**src/rtl/mem_stage_hs.sv**
```systemverilog
// mem_stage_hs: memory pipeline stage with a valid/ready request port and a response port.
// Ports: execute-side bundle (m_valid/m_ready plus *_m fields), data memory request (dm_req_*,
//        dm_we/addr/wdata/be), data memory response (dm_rsp_*), writeback bundle (w_valid plus *_w).
// Latency: 1 cycle for non-memory ops and for misaligned/illegal accesses. Memory ops take at least
//          3 cycles to the response, plus 1 cycle to w_valid. m_ready is high only while idle.
module mem_stage_hs #(
    parameter int XLEN = 32,
    parameter int RD_W = 5
) (
    input  logic                 clk,
    input  logic                 rst,
    input  logic                 m_valid,
    output logic                 m_ready,
    input  logic                 reg_write_m,
    input  logic                 mem_read_m,
    input  logic                 mem_write_m,
    input  logic [1:0]           result_src_m,
    input  logic [2:0]           funct3_m,
    input  logic [RD_W-1:0]      rd_m,
    input  logic [XLEN-1:0]      pc_plus4_m,
    input  logic [XLEN-1:0]      alu_result_m,
    input  logic [XLEN-1:0]      write_data_m,
    output logic                 dm_req_valid,
    input  logic                 dm_req_ready,
    output logic                 dm_we,
    output logic [XLEN-1:0]      dm_addr,
    output logic [XLEN-1:0]      dm_wdata,
    output logic [XLEN/8-1:0]    dm_be,
    input  logic                 dm_rsp_valid,
    input  logic [XLEN-1:0]      dm_rsp_rdata,
    output logic                 w_valid,
    output logic                 reg_write_w,
    output logic [1:0]           result_src_w,
    output logic [RD_W-1:0]      rd_w,
    output logic [XLEN-1:0]      pc_plus4_w,
    output logic [XLEN-1:0]      alu_result_w,
    output logic [XLEN-1:0]      read_data_w,
    output logic                 misalign_w
);
    localparam int BE_W  = XLEN / 8;
    localparam int OFF_W = $clog2(BE_W);

    typedef enum logic [1:0] {IDLE, REQ, WAIT} state_t;
    state_t state, state_nxt;

    // Bundle held while the memory access is in flight; copied to the *_w outputs
    // only at completion so the writeback outputs hold until the next capture.
    logic              reg_write_q;
    logic [1:0]        result_src_q;
    logic [RD_W-1:0]   rd_q;
    logic [XLEN-1:0]   pc_plus4_q;
    logic [XLEN-1:0]   alu_result_q;
    logic [2:0]        funct3_q;
    logic [OFF_W-1:0]  off_q;

    logic              accept;
    logic              is_mem;
    logic              is_store;
    logic              bad_access;
    logic [OFF_W-1:0]  off_m;
    logic [XLEN-1:0]   wdata_lane;
    logic [BE_W-1:0]   be_lane;
    logic [XLEN-1:0]   shifted;
    logic [XLEN-1:0]   load_data;

    // Gated by rst so every output reads 0 while reset is held.
    assign m_ready      = rst && (state == IDLE);
    assign dm_req_valid = (state == REQ);
    assign accept       = m_ready && m_valid;
    assign is_mem       = mem_read_m || mem_write_m;
    assign is_store     = mem_write_m;  // a store wins when both flags are set
    assign off_m        = alu_result_m[OFF_W-1:0];

    // Alignment and size legality; D and WU do not exist on a 32-bit datapath.
    always_comb begin
        bad_access = 1'b0;
        case (funct3_m)
            3'b000, 3'b100: bad_access = 1'b0;
            3'b001, 3'b101: bad_access = off_m[0];
            3'b010:         bad_access = (off_m[1:0] != 2'b00);
            3'b110:         bad_access = (XLEN == 32) || (off_m[1:0] != 2'b00);
            3'b011:         bad_access = (XLEN == 32) || (off_m != '0);
            default:        bad_access = 1'b1;
        endcase
    end

    // Store data is replicated across every lane so the byte enables alone pick the target.
    always_comb begin
        wdata_lane = write_data_m;
        be_lane    = '1;
        case (funct3_m[1:0])
            2'b00: begin
                wdata_lane = {BE_W{write_data_m[7:0]}};
                be_lane    = BE_W'(1) << off_m;
            end
            2'b01: begin
                wdata_lane = {(BE_W/2){write_data_m[15:0]}};
                be_lane    = BE_W'(3) << off_m;
            end
            2'b10: begin
                wdata_lane = {(XLEN/32){write_data_m[31:0]}};
                be_lane    = BE_W'(15) << off_m;
            end
            default: begin
                wdata_lane = write_data_m;
                be_lane    = '1;
            end
        endcase
    end

    // Load lane extraction from the raw aligned word.
    assign shifted = dm_rsp_rdata >> {off_q, 3'b000};

    always_comb begin
        load_data = dm_rsp_rdata;
        case (funct3_q)
            3'b000:  load_data = XLEN'($signed(shifted[7:0]));
            3'b001:  load_data = XLEN'($signed(shifted[15:0]));
            3'b010:  load_data = XLEN'($signed(shifted[31:0]));
            3'b100:  load_data = XLEN'(shifted[7:0]);
            3'b101:  load_data = XLEN'(shifted[15:0]);
            3'b110:  load_data = XLEN'(shifted[31:0]);
            default: load_data = dm_rsp_rdata;
        endcase
    end

    always_ff @(posedge clk or negedge rst) begin
        if (!rst) begin
            state <= IDLE;
        end else begin
            state <= state_nxt;
        end
    end

    always_comb begin
        state_nxt = state;
        case (state)
            IDLE:    if (accept && is_mem && !bad_access) state_nxt = REQ;
            REQ:     if (dm_req_ready) state_nxt = WAIT;
            WAIT:    if (dm_rsp_valid) state_nxt = IDLE;
            default: state_nxt = IDLE;
        endcase
    end

    always_ff @(posedge clk or negedge rst) begin
        if (!rst) begin
            reg_write_q  <= 1'b0;
            result_src_q <= '0;
            rd_q         <= '0;
            pc_plus4_q   <= '0;
            alu_result_q <= '0;
            funct3_q     <= '0;
            off_q        <= '0;
            dm_we        <= 1'b0;
            dm_addr      <= '0;
            dm_wdata     <= '0;
            dm_be        <= '0;
            w_valid      <= 1'b0;
            reg_write_w  <= 1'b0;
            result_src_w <= '0;
            rd_w         <= '0;
            pc_plus4_w   <= '0;
            alu_result_w <= '0;
            read_data_w  <= '0;
            misalign_w   <= 1'b0;
        end else begin
            w_valid <= 1'b0;
            if (accept) begin
                if (!is_mem || bad_access) begin
                    // Completes immediately; a rejected access never writes a register.
                    w_valid      <= 1'b1;
                    reg_write_w  <= reg_write_m && !is_mem;
                    result_src_w <= result_src_m;
                    rd_w         <= rd_m;
                    pc_plus4_w   <= pc_plus4_m;
                    alu_result_w <= alu_result_m;
                    read_data_w  <= '0;
                    misalign_w   <= is_mem;
                end else begin
                    reg_write_q  <= reg_write_m;
                    result_src_q <= result_src_m;
                    rd_q         <= rd_m;
                    pc_plus4_q   <= pc_plus4_m;
                    alu_result_q <= alu_result_m;
                    funct3_q     <= funct3_m;
                    off_q        <= off_m;
                    dm_we        <= is_store;
                    dm_addr      <= {alu_result_m[XLEN-1:OFF_W], {OFF_W{1'b0}}};
                    dm_wdata     <= is_store ? wdata_lane : '0;
                    dm_be        <= is_store ? be_lane : '0;
                end
            end
            if (state == WAIT && dm_rsp_valid) begin
                w_valid      <= 1'b1;
                reg_write_w  <= reg_write_q;
                result_src_w <= result_src_q;
                rd_w         <= rd_q;
                pc_plus4_w   <= pc_plus4_q;
                alu_result_w <= alu_result_q;
                read_data_w  <= dm_we ? '0 : load_data;
                misalign_w   <= 1'b0;
            end
        end
    end
endmodule

```
**config.mk**
```make
export PLATFORM = sky130hd
export DESIGN_NAME = mem_stage_hs
export DESIGN_NICKNAME = d
export VERILOG_FILES = /design/src/rtl/mem_stage_hs.sv
export SDC_FILE = /design/constraint.sdc
export NUM_CORES = 1
export LEC_CHECK = 0
export CORE_UTILIZATION = 50
export CTS_BUF_LIST = sky130_fd_sc_hd__clkbuf_4
export DETAILED_ROUTE_END_ITERATION = 16
export PLACE_DENSITY = 0.94
export SLEW_MARGIN = 20
export SYNTH_ARGS = -nofsm -noshare
export SYNTH_HDL_FRONTEND = slang
export SYNTH_SLANG_ARGS = --single-unit
export TNS_END_PERCENT = 30
```
**constraint.sdc**
```tcl
create_clock -name clk -period 2.1 [get_ports clk]
set_input_delay 0.63 -clock clk [delete_from_list [all_inputs] [get_ports clk]]
set_output_delay 0.63 -clock clk [all_outputs]
set_load 0.1 [all_outputs]
```
-- Word-level counts from Yosys, hierarchy flattened
Cells that the tools add are included.
- register bits: 252
- input bits: 146
- word-level logic and storage cells: 99
- equality and inequality tests: 16
- shift operators: 4
- muxes and demuxes: 35
- bitwise gates (word level): 1
- reduce and logical (&&, ||, !) cells: 23
- operator list (cell ; number):
    32-bit two-way mux ; 11
    32-bit one-hot mux with 5 select lines ; 1
    32-bit one-hot mux with 2 select lines ; 1
    32-bit by 5-bit >> shifter with 32-bit output ; 1
    3-bit == test (second input constant) ; 5
    5-bit two-way mux ; 3
    2-bit two-way mux ; 6
    4-bit one-hot mux with 3 select lines ; 1
    1-bit two-way mux ; 9
    3-bit by 1-bit == test with 1-bit output (second input constant) ; 2
    3-bit by 2-bit == test with 1-bit output (second input constant) ; 2
    1-bit logical AND ; 6
    3-bit logical NOT ; 2
    2-bit one-hot mux with 3 select lines ; 1
    2-bit nonzero test ; 3
    2-bit OR reduction ; 3
    2-bit by 1-bit == test with 1-bit output (second input constant) ; 2
    2-bit == test (second input constant) ; 2
    2-bit logical NOT ; 2
    4-bit two-way mux ; 1
    2-bit by 1-bit != test with 1-bit output (second input constant) ; 2
    2-bit AND reduction ; 2
    1-bit by 2-bit left shift with 4-bit output (first input constant) ; 1
    2-bit by 2-bit left shift with 4-bit output (first input constant) ; 1
    7 further kinds ; 9

-- Longest topological paths before layout
- word-level depth: 7
- gate-level depth with buffers: 11
- mapped depth without buffers: 8

-- Worst setup path before layout
Ideal clock, no wire load.
- path kind: input to register
- from: input rst
- to: register reg_write_w
- library setup time: 0.125 ns
- arrival time: 2.955 ns
- data required time: 1.975 ns
- setup slack: -0.980 ns
- stages: 6
- cells stage by stage: nor3b_2 -> nand2_1 -> a21oi_4 -> nor2_4 -> clkinv_4 -> mux2_2
- word-level cells in the longest chain between the ends: 4
- ends and longest elaborated chain (item ; line ; source):
    start: declaration ; 11 ; input logic rst,
    1-bit logical AND ; 67 ; assign m_ready = rst && (state == IDLE);
    1-bit logical AND ; 69 ; assign accept = m_ready && m_valid;
    2-bit nonzero test (no source line) ; - ;
    2-bit AND reduction (no source line) ; - ;
    end signal: assignment ; 172 ; reg_write_w <= reg_write_m && !is_mem;
    end signal: assignment ; 195 ; reg_write_w <= reg_write_q;
    end: declaration ; 32 ; output logic reg_write_w,
Every way passes these cells.
A chain may end at the register's enable or synchronous reset.

-- Worst setup path after layout
- from: register state[0]
- to: output m_ready
- word-level cells in the longest chain between the ends: 2
- ends and longest elaborated chain (item ; line ; source):
    start: declaration ; 44 ; state_t state, state_nxt;
    start signal: assignment ; 131 ; state <= state_nxt;
    2-bit logical NOT ; 67 ;
    1-bit logical AND ; 67 ;
    end: declaration ; 13 ; output logic m_ready,
Every way passes these cells.

==> impl.org <==
** Outcome
- Status :: finished, violations left
- The final reports fail on negative setup slack.

** Power
- VDD sags by at most 0.9247 mV.
- LEAKAGE :: 7.645 nW
- Power spread over the standard cell area amounts to 1474 mW/mm2.

** Critical path
- Crit-path cells :: nor3b_4, buf_4, buf_12
- The slowest stage of the critical path is the dfrtp_1 cell.
- The worst setup path is captured at an output pin.
- Worst path max stage delay :: 0.42 ns
- The worst register-to-register path begins at state[0].
- STA classifies the critical path startpoint as a register.
- The critical path is of the reg -> out type.
- Critical path arrival :: 1.63 ns
- Worst setup path start :: state[0]
- Largest fanout on the critical path :: 4
- For flop-to-flop paths, the worst setup slack is 0.10 ns.
- Data required time of the worst path :: 1.47 ns
- Number of buffers and inverters on the critical path :: 2
- Gate family responsible for the most delay along the worst path :: flip-flops

** Cells and area
- Area taken by multi-input logic gates :: 0.005092 mm2
- Registers take 0.005507 mm2.
- Number of nets in the layout :: 1596
- Summing all non-filler instances in the final layout gives an area of 0.01770 mm2.
- Fill count :: 1171
- Fraction of layout instances using a drive strength above 1 :: 0.3439
- Area grow syn2layout :: 58.03%
- At the end of the flow the core is filled with cells to 0.8085.

** Logic synthesis
- Among all flip-flop cells after synthesis, the most frequent one is dfrtp_1.
- Share of flip-flops with an asynchronous set or reset after synthesis :: 1.000
- Mapped Cells :: 1085
- Post-synthesis sequential element count :: 220
- In this run the mean area of a mapped cell was 10.32 um2.
- After synthesis, the most frequently instantiated cells are nand2_1 (265), dfrtp_1 (220), nor3_1 (72).
- Top cells by area, synth :: dfrtp_1 (49%), nand2_1 (8.9%), a31oi_2 (7.7%)
- The most common cell in the synthesized netlist is nand2_1.
- Area share of the largest cell type after synthesis :: 0.4916
- Of the synthesized area, sequential elements account for 0.4916.
- The synthesized design spends more area on one cell type than any other, namely dfrtp_1.
- After synthesis, the netlist uses 49 different library cells.
- Synth warnings :: 0
- EDFF count, synth :: 0
- Combined area of all synthesized cells :: 0.01120 mm2

** GRT
- After global routing the overflow that remains totals 0.
- The via count of the first global-routing pass is 10900.
- Number of antenna violations at the first check in global routing :: 0
- Largest net degree at the start of global routing :: 142
- Wire length of the first global-routing pass :: 58.61 mm
- Across every metal layer, demand over resource in global routing totals 0.3327.

** Floorplanning
- Height of the die :: 151.7 um
- Die footprint :: 0.02300 mm2
- X dimension of the die :: 151.7 um
- The core region is 0.02189 mm2.
- For this configuration, the core starts out at a cell density of 0.5116.
- Placement row count :: 54
- I/O pin total :: 323

** CTS
- CTS buffer count :: 58
- For the worst-skew pair, the clock arrives at the later sink with an insertion delay of 0.70 ns.
- Clock root buffer :: clkbuf_4
- Clock tree buffer depth :: 3
- Clock slew at reported path FFs :: 0.07 ns
- Counting every sink on the clock net gives 220.
- CTS built an H-tree with a depth of 2.
- CTS tree :: done

** Placed design
- Port buffer count :: 320
- Placed Instance Area :: 0.01680 mm2
- DP Wirelength :: 26.66 mm
- Final weighted congestion of routability-driven global placement :: 0.9688

** Run
- Across the run, the number of max-cap violations was 0.

** Timing
- The clock arrives with 0.05196 ns of skew.
- Subtracting the final worst setup slack from the clock period gives 2.259 ns.
- Final Max Tran Viols :: 0
- The number of failing hold endpoints at the final stage is 0.
- In the finished design, the share of the clock period the worst path needs comes to 1.076.
- Setup repair after global routing could not meet its margin everywhere.
- At the pin with the least slew margin, the transition time is 0.8398 ns.
- For this run, the top clock speed supported by timing is 0.4427 GHz.
- PnR worst setup slack :: -0.1590 ns
- Slew Limit Headroom :: 0.4401
- Setup violations remaining at the end of the flow were counted as 2.

** Routing
- Using the TritonRoute via totals, the vias-per-cell ratio works out to 5.883.
- Total DRC errors in the routed layout :: 0
- For this block, the via count after detailed routing is 10380.
- The detailed router finished its first iteration with 629 violations.
- Once detail routing completed, the nets flagged for antenna violations numbered 0.
- After detailed routing, the average wire length per cell comes to 21.64 um.
- The first detailed-routing pass ran for 6 iterations.
- DRT Wirelength :: 38.17 mm

** Min path
- Path class of the lowest-slack min-delay path :: in -> async
[through the flow]
stage          setup TNS, ns  total power [mW]  instances  hold WS, ns  setup WS (ns)
6_report             -0.2397             26.09       1764       0.1263        -0.1590
3_5_place_dp         -177.51             22.16       1652       0.4808        -0.9135
4_1_cts              -0.3121             26.05       1758       0.1076        -0.1936
5_1_grt              -0.4075             26.97       1763       0.1404        -0.2311
3_3_place_gp         -157.70             21.70       1652       0.4729        -0.7689
2_1_floorplan         -91.97             16.30       1086       0.3344        -0.4993
[cell families after synthesis]
family / share of synthesized area
adders and majority gates: 0.005586
and+or+nand+nor: 0.1512
AOI/OAI and AO/OA: 0.1803
buffers and inverters: 0.07787
muxes: 0.09317
other: 0.0003348
DFF: 0.4916
[tightest hold or removal path: cells and delay by family]
kind / cells / cell delay [ns]
buf+inv: 3 / 0.60
[flip-flops by register name (all words and copies together), names as in the netlist, 2 cells and up]
| name | count |
|---|---|
| alu_result_q | 32 |
| alu_result_w | 32 |
| dm_be | 4 |
| dm_wdata | 32 |
| funct3_q | 3 |
| pc_plus4_q | 32 |
| pc_plus4_w | 32 |
| rd_q | 5 |
| rd_w | 5 |
| read_data_w | 32 |
| result_src_q | 2 |
| result_src_w | 2 |
| state | 2 |
[layout make-up]
type | instances | area share
Timing Repair Buffer | 415 | 0.3382
Sequential cell | 220 | 0.3111
Inverter | 9 | 0.002262
Tap cell | 280 | 0.01980
Clock buffer | 79 | 0.03351
Multi-Input combinational cell | 741 | 0.2877
Clock inverter | 19 | 0.007211
Antenna cell | 1 | 0.0001414
[metal layers]
layer | global-route usage | vias to the layer above | part of all wire | routed length [um]
li1 | - | 4531 | - | -
met1 | 0.3747 | 5061 | 0.35 | 13210
met2 | 0.5795 | 639 | 0.52 | 19840
met3 | 0.08713 | 146 | 0.088 | 3355
met4 | 0.1683 | 0 | 0.046 | 1764
met5 | 0 | - | 0 | 0
[what timing repair did]
item | CTS | global route
pin swaps | 2 | 2
resized for setup | 4 | 5
hold buffers | 0 | 0
buffers inserted | 5 | 5
gates cloned | 3 | 0
endpoints found under the setup margin | 215 | 68
[cell usage in the layout, fill, tap and decap left out, types with 3 or more instances in the layout]
cell type	n
nand2_1	265
dfrtp_1	219
buf_12	194
clkdlybuf4s50_1	142
clkbuf_4	79
buf_4	73
a31oi_2	69
o21ai_0	66
nor3_1	50
mux2_2	42
nor2_1	35
mux2_1	30
a21oi_1	21
nor3_4	20
a22o_1	18
o31ai_1	17
a32o_1	16
mux2i_1	15
clkinv_1	14
nand2b_1	13
o211ai_1	8
o2111ai_1	7
a21o_1	6
inv_1	5
mux2_4	5
clkinv_2	4
ha_1	4
nor2b_1	3
nand3_1	3
bufbuf_16	3
[power breakdown]
group          leakage (nW)  internal [mW]  switching [mW]
clock                 0.425           1.97            1.83
combinational          4.55           5.59            9.69
sequential             2.67           5.48            1.52
[path summary, 6_finish.rpt]
path	endpoint	cells past startpoint
min in group clk	pc_plus4_q[16]	1
max in group asynchronous	pc_plus4_w[31]	3
min reg2reg	pc_plus4_q[16]	1
min	read_data_w[30]	3
max reg2reg	alu_result_w[20]	10
max	m_ready	3
No activity file was read; power rests on OpenSTA's default activity.
